[config.mk]
export PLATFORM = sky130hd
export DESIGN_NAME = aes_128_keyexp_sched
export DESIGN_NICKNAME = d
export VERILOG_FILES = /design/src/rtl/aes_128_keyexp_sched.sv
export SDC_FILE = /design/constraint.sdc
export NUM_CORES = 1
export LEC_CHECK = 0
export ABC_CLOCK_PERIOD_IN_PS = 1700
export CORE_AREA = 2 2 179 181
export DETAILED_ROUTE_END_ITERATION = 8
export DIE_AREA = 0 0 181 183
export HOLD_SLACK_MARGIN = 0.03
export PLACE_DENSITY_LB_ADDON = 0.3
export SLEW_MARGIN = 20
export SYNTH_ARGS = -nofsm -noshare
export SYNTH_HDL_FRONTEND = slang
export SYNTH_SLANG_ARGS = --single-unit
[constraint.sdc]
create_clock -name i_clk -period 1.7 [get_ports i_clk]
set_clock_uncertainty 0.1 [all_clocks]
set_input_delay 0.17 -clock i_clk [delete_from_list [all_inputs] [get_ports i_clk]]
set_output_delay 0.17 -clock i_clk [all_outputs]
set_load 0.05 [all_outputs]
[src/rtl/aes_128_keyexp_sched.sv]
// AES-128 key schedule sequencer.
// Steps an external round-key unit and streams 22 halves to key RAM.
module aes_128_keyexp_sched #(
  parameter int unsigned NUM_ROUNDS     = 10,
  parameter int unsigned LENGTH_KEY_SET = 22,
  parameter logic [7:0]  RCON_INIT      = 8'h01
) (
  input  logic         i_clk,
  input  logic         i_kill,
  input  logic [127:0] i_key_in,
  input  logic         i_key_valid,
  output logic         o_key_accept,
  input  logic         i_wr_idle,
  output logic         o_exp_step,
  output logic [127:0] o_exp_key_cur,
  output logic [7:0]   o_exp_rcon,
  input  logic [127:0] i_exp_key_out,
  output logic         o_en_wr,
  output logic [63:0]  o_ram_in,
  output logic         o_busy,
  output logic         o_set_done
);

  typedef enum logic [2:0] {
    S_IDLE,
    S_WR_LO,
    S_WR_HI,
    S_STEP,
    S_WAIT,
    S_DONE
  } state_t;

  localparam logic [3:0] LP_LAST = 4'(NUM_ROUNDS);

  // A key set must hold exactly one low/high pair per round key.
  if (LENGTH_KEY_SET != 2 * (NUM_ROUNDS + 1)) begin : g_len_chk
    $error("LENGTH_KEY_SET must equal 2*(NUM_ROUNDS+1)");
  end

  state_t       r_state;
  state_t       w_next;
  logic [127:0] r_cur_key;
  logic [7:0]   r_rcon;
  logic [3:0]   r_round_cnt;

  logic         w_accept;
  logic         w_step;
  logic         w_en_wr;
  logic [63:0]  w_ram;
  logic         w_done;
  logic         w_busy;

  function automatic logic [7:0] xtime(input logic [7:0] r);
    xtime = {r[6:0], 1'b0} ^ (r[7] ? 8'h1B : 8'h00);
  endfunction

  // State register; kill returns to IDLE from anywhere.
  always_ff @(posedge i_clk) begin
    if (i_kill) begin
      r_state <= S_IDLE;
    end else begin
      r_state <= w_next;
    end
  end

  // Round key, round constant and round counter.
  always_ff @(posedge i_clk) begin
    if (i_kill) begin
      r_cur_key   <= '0;
      r_rcon      <= RCON_INIT;
      r_round_cnt <= '0;
    end else if (w_accept) begin
      r_cur_key   <= i_key_in;
      r_rcon      <= RCON_INIT;
      r_round_cnt <= '0;
    end else if (r_state == S_WAIT) begin
      r_cur_key   <= i_exp_key_out;
      r_rcon      <= xtime(r_rcon);
      r_round_cnt <= r_round_cnt + 4'd1;
    end
  end

  // Next state and per-state strobes.
  always_comb begin
    w_next   = r_state;
    w_accept = 1'b0;
    w_step   = 1'b0;
    w_en_wr  = 1'b0;
    w_ram    = '0;
    w_done   = 1'b0;
    unique case (r_state)
      S_IDLE: begin
        if (!i_kill && i_key_valid && !i_wr_idle) begin
          w_accept = 1'b1;
          w_next   = S_WR_LO;
        end
      end
      S_WR_LO: begin
        w_en_wr = 1'b1;
        w_ram   = r_cur_key[63:0];
        w_next  = S_WR_HI;
      end
      S_WR_HI: begin
        w_en_wr = 1'b1;
        w_ram   = r_cur_key[127:64];
        w_next  = (r_round_cnt == LP_LAST) ? S_DONE : S_STEP;
      end
      S_STEP: begin
        w_step = 1'b1;
        w_next = S_WAIT;
      end
      S_WAIT: begin
        w_next = S_WR_LO;
      end
      S_DONE: begin
        w_done = 1'b1;
        w_next = S_IDLE;
      end
      default: begin
        w_next = S_IDLE;
      end
    endcase
  end

  // Busy covers the accept cycle through DONE.
  always_comb begin
    w_busy = (r_state != S_IDLE) | w_accept;
  end

  assign o_key_accept  = w_accept;
  assign o_exp_step    = w_step;
  assign o_exp_key_cur = r_cur_key;
  assign o_exp_rcon    = r_rcon;
  assign o_en_wr       = w_en_wr;
  assign o_ram_in      = w_ram;
  assign o_busy        = w_busy;
  assign o_set_done    = w_done;

endmodule

==> Word level (Yosys, flattened, before mapping) <==
Cells that the tools add are included.
{ "classes": {"addsub": 1, "n_mul": 0, "n_div": 0, "magnitude_cmp": 0, "eq_ne": 7, "n_shift": 0, "n_mux": 12, "bitwise": 2, "n_reduce_logical": 9} }
{ "ops": {"columns": ["cell", "count"], "rows": [
  ["$mux W128", 2],
  ["$pmux W64 S2", 1],
  ["$pmux W3 S5", 1],
  ["$xor A8 B5 Y8", 1],
  ["$eq A3 B2 Y1 const B", 2],
  ["$eq A3 B3 Y1 const B", 2],
  ["$mux W3", 2],
  ["$mux W1", 5],
  ["$mux W5", 1],
  ["$add A4 B1 Y4 const B", 1],
  ["$eq A4 B4 Y1 const B", 1],
  ["$reduce_or A2 Y1", 2],
  ["$eq A3 B1 Y1 const B", 1],
  ["$logic_not A3 Y1", 1],
  ["$reduce_bool A3 Y1", 1],
  ["$logic_and A1 B1 Y1", 2],
  ["$logic_not A1 Y1", 2],
  ["$ne A2 B2 Y1 const B", 1],
  ["$reduce_bool A2 Y1", 1],
  ["$or A1 B1 Y1", 1]
]} }
{ "totals": {"regBits": 143, "latch_bits": 0, "ramBits": 0, "rom_bits": 0, "input_bits": 260, "out_inout_bits": 205, "elab_cells": 35, "memories": 0} }

==> Logic depth before layout (Yosys ltp) <==
{ "depth": {"ltp_word": 6, "depth_mapped": 8, "mapped_depth_nobuf": 5} }

==> Worst setup path before layout <==
No wires, ideal clock.
{ "synth_timing": {"path_type": "register to output", "startpoint": "register r_state[1]", "endpoint": "output port o_key_accept", "t_arrival_ps": 1652, "required_time_ps": 1430, "setup_slack_ps": -222, "path_stages_with_launch": 7, "path_buffers": 3, "path_cell_list": "dfxtp_1 buf_2 nor3_2 and2_1 buf_6 buf_4 nor2b_1"} }
{ "synth_between": {"elab_chain_len": 2} }
{ "synth_rtl": {"columns": ["item", "line", "source"], "rows": [
  ["start: declaration", "40", "state_t r_state;"],
  ["start signal: assignment", "62", "r_state <= w_next;"],
  ["$logic_not A3 Y1", "91", "unique case (r_state)"],
  ["$mux W1", "91", null],
  ["end: declaration", "12", "output logic o_key_accept,"]
]} }
No other way between the ends.

==> Worst setup path after layout <==
{ "layout_timing": {"startpoint": "register r_state[0]", "endpoint": "output port o_ram_in[50]"} }
{ "layout_between": {"elab_chain_len": 2, "word_cells_on_any_way": 3, "classes_between": "eq/ne (2); mux (1)"} }
{ "layout_rtl": {"columns": ["item", "line", "source"], "rows": [
  ["$eq A3 B2 Y1 or $eq A3 B1 Y1 (tied branches)", "91", null],
  ["$pmux W64 S2 *", "91", null],
  ["end: declaration", "19", "output logic [63:0] o_ram_in,"]
]} }
Every way passes the cells marked *; elsewhere a longest branch is shown, timed or not.

==> impl_metrics.env <==
export IMPL_peakVddDrop_v=0.0006523
export IMPL_total_power_mw=11.09
export IMPL_post_synth_top_area_fraction_pct=45.23
export IMPL_worstMarginPinSlew_ns=0.4743
export IMPL_crit_path_end_kind="output port"
export IMPL_design_core_area_sq_um=31230
export IMPL_avgSynthCellArea_sq_um=8.671
export IMPL_critPathSlowestCell="dfxtp_4"
export IMPL_start_util_pct=20.27
export IMPL_synth_area_leader_cell="dfxtp_1"
export IMPL_vias_per_cell=4.840
export IMPL_violations="setup timing"
export IMPL_syn_nets=992
export IMPL_hpwl_mm=23.04
export IMPL_timing_fmax_ghz=0.4832
export IMPL_critical_path_class="reg2out"
export IMPL_rsz0062_at_grt="true"
export IMPL_die_x_um=181
export IMPL_hold_buffers=0
export IMPL_io_buffers=464
export IMPL_fin_crit_sh_pct=121.7
export IMPL_cts_sinks=143
export IMPL_setup_viol=198
export IMPL_ios=465
export IMPL_synth_cells=730
export IMPL_htree_levels=4
export IMPL_firstDrtPassIters=5
export IMPL_place_inst=1569
export IMPL_yosysSeqAreaShare_pct=45.23
export IMPL_floorplan_rows=65
export IMPL_gp_congestion=0.8248
export IMPL_nets=1491
export IMPL_clk_path_buf_depth=2
export IMPL_syn_to_final_growth_pct=134.2
export IMPL_outcome="complete, but fails checks"
export IMPL_min_period_ns=2.069
export IMPL_ant_nets=0
export IMPL_vias=7957
export IMPL_leakagePower_nw=5.742
export IMPL_hold_viol=0
export IMPL_drtIter0Drc=377
export IMPL_clkTransAtPathRegs_ns=0.07
export IMPL_drt_total_wl_mm=35.73
export IMPL_cts_tree="yes"
export IMPL_ys_ff_latch=143
export IMPL_setup_ws_ns=-0.3694
export IMPL_whs_ns=0.09014
export IMPL_final_cells=1644
export IMPL_placed_cell_area_sq_um=12090
export IMPL_clock_latency_ns=0.43
export IMPL_drcViolationCount=0
export IMPL_cp_cell_sequence="nor2b_4 > and2b_4 > buf_12 > a22o_2 > buf_12"
export IMPL_grt_pass1_vias=7762
export IMPL_grt_pass1_wl_mm=47.04
export IMPL_syn_cell_area_sq_um=6330
export IMPL_slew_violations=0
export IMPL_clock_root_buffer="clkbuf_16"
export IMPL_synth_distinct_cells=34
export IMPL_hp_class="in2reg"
export IMPL_required_ns=1.43
export IMPL_grt_antenna_before_repair=0
export IMPL_fill_cells=2851
export IMPL_drive_gt1_share_pct=43.88
export IMPL_synthTopCellsByArea="dfxtp_1 45%, a22oi_1 15%, a21oi_1 11%"
export IMPL_slowest_delay_ns=0.37
export IMPL_drv_cap=0
export IMPL_gr_usage_all_layers_pct=18.58
export IMPL_grt_max_degree=65
export IMPL_cp_arrival_ns=1.80
export IMPL_dieArea_sq_um=33120
export IMPL_dpl_worst_slack_ns=-0.2380
export IMPL_finalSetupTns_ns=-54.35
export IMPL_ys_warnings_count=0
export IMPL_diodes=0
export IMPL_grt_ovfl_total=0
export IMPL_fp_dieH_um=183
export IMPL_final_util_pct=47.47
export IMPL_critPathMaxFanout=17
export IMPL_wl_per_cell_um=21.74
export IMPL_cts_buffers=17
export IMPL_slew_limit_headroom_pct=68.38
export IMPL_cp_start_kind="flip-flop"
export IMPL_design_area_sq_um=14820
export IMPL_power_density_nw_per_um2=748.4
export IMPL_path_common_cell="buf_12"
## flip-flops by register name, indices dropped and copies added, names as in the netlist
register       cells
r_state            3
o_exp_key_cur    128
o_exp_rcon         8
r_round_cnt        4
## routing by layer
layer | global-route usage, % | share of wire (%) | routed length [um] | vias to the layer above
met3 | 5.123 | 7.2 | 2559 | 44
met4 | 6.862 | 2.3 | 832 | 0
met1 | 21.34 | 40 | 14190 | 3826
li1 | - | - | - | 3714
met5 | 0 | 0 | 0 | -
met2 | 33.02 | 51 | 18150 | 373
## layout make-up
class / count / area (sq um) / share of cell area [%]
clock buffer: 19 / 452.9 / 3.055
clock inverter: 13 / 177.7 / 1.199
inverter: 2 / 7.507 / 0.05064
multi-input combinational: 507 / 4268 / 28.79
sequential: 143 / 2874 / 19.39
tap: 402 / 503.0 / 3.393
timing repair buffer: 558 / 6541 / 44.13
## repair_timing
item | CTS | global route
pin swaps | 16 | 128
endpoints found under the setup margin | 158 | 182
cloned | 5 | 23
gates resized for setup | 65 | 195
setup buffers | 6 | 13
## report_power, final
group	internal [mW]	switching, mW
Sequential	3.53	0.236
Combinational	1.51	1.69
Clock	2.42	1.70
## critical path, delay by kind of cell (launching register included)
family / cells / cell delay [ns]
flops: 1 / 0.37
buf+inv: 2 / 0.36
simple gates: 2 / 0.41
compound gates: 1 / 0.21
## cells in the mapped netlist (all sizes together)
| master | number |
|---|---|
| nor4b | 1 |
| or2 | 2 |
| and2b | 1 |
| nor2 | 8 |
| nor2b | 3 |
| clkbuf | 18 |
| and3b | 1 |
| a211oi | 4 |
| xor2 | 1 |
| inv | 2 |
| a22oi | 128 |
| xnor2 | 5 |
| a2111oi | 1 |
| a31oi | 1 |
| dfxtp | 143 |
| ha | 2 |
| and2 | 2 |
| buf | 60 |
| o21ai | 1 |
| nor3b | 2 |
| nor3 | 3 |
| a21oi | 133 |
| nand2 | 141 |
| a22o | 64 |
| nand4 | 1 |
| nand3b | 1 |
| nand2b | 1 |
## logic make-up (layout without fill, tap and decap cells)
group | Yosys count | after routing | share of synthesized area, %
compound gates | 332 | 332 | 35.58
simple gates | 167 | 167 | 10.91
flops | 143 | 143 | 45.23
buf+inv | 80 | 592 | 7.057
xor+xnor | 6 | 6 | 0.8302
fa+ha+maj | 2 | 2 | 0.3953
## placed cells by master, fill, tap and decap left out, types with 3 or more instances in the layout
cell / count
clkbuf_16: 37
buf_12: 92
a21oi_1: 117
clkdlybuf4s50_1: 258
clkinv_4: 4
buf_6: 12
buf_4: 163
buf_8: 8
xnor2_1: 5
buf_16: 5
bufinv_16: 3
dfxtp_1: 140
a21oi_2: 16
a22o_4: 61
dfxtp_4: 3
nor2_1: 4
nor2_4: 4
a211oi_2: 3
a22oi_1: 17
a22oi_2: 111
inv_6: 3
nand2_1: 140
## worst paths after layout
kind / cells past startpoint / from / slack, ns / to
max: 5 / r_state[0] / -0.37 / o_ram_in[50]
min: 2 / i_kill / 0.09 / o_exp_key_cur[105]
max reg2reg: 11 / r_state[2] / -0.35 / o_exp_key_cur[57]
min reg2reg: 2 / o_exp_rcon[6] / 0.38 / o_exp_rcon[7]
Power figures use the tool's default switching activity.
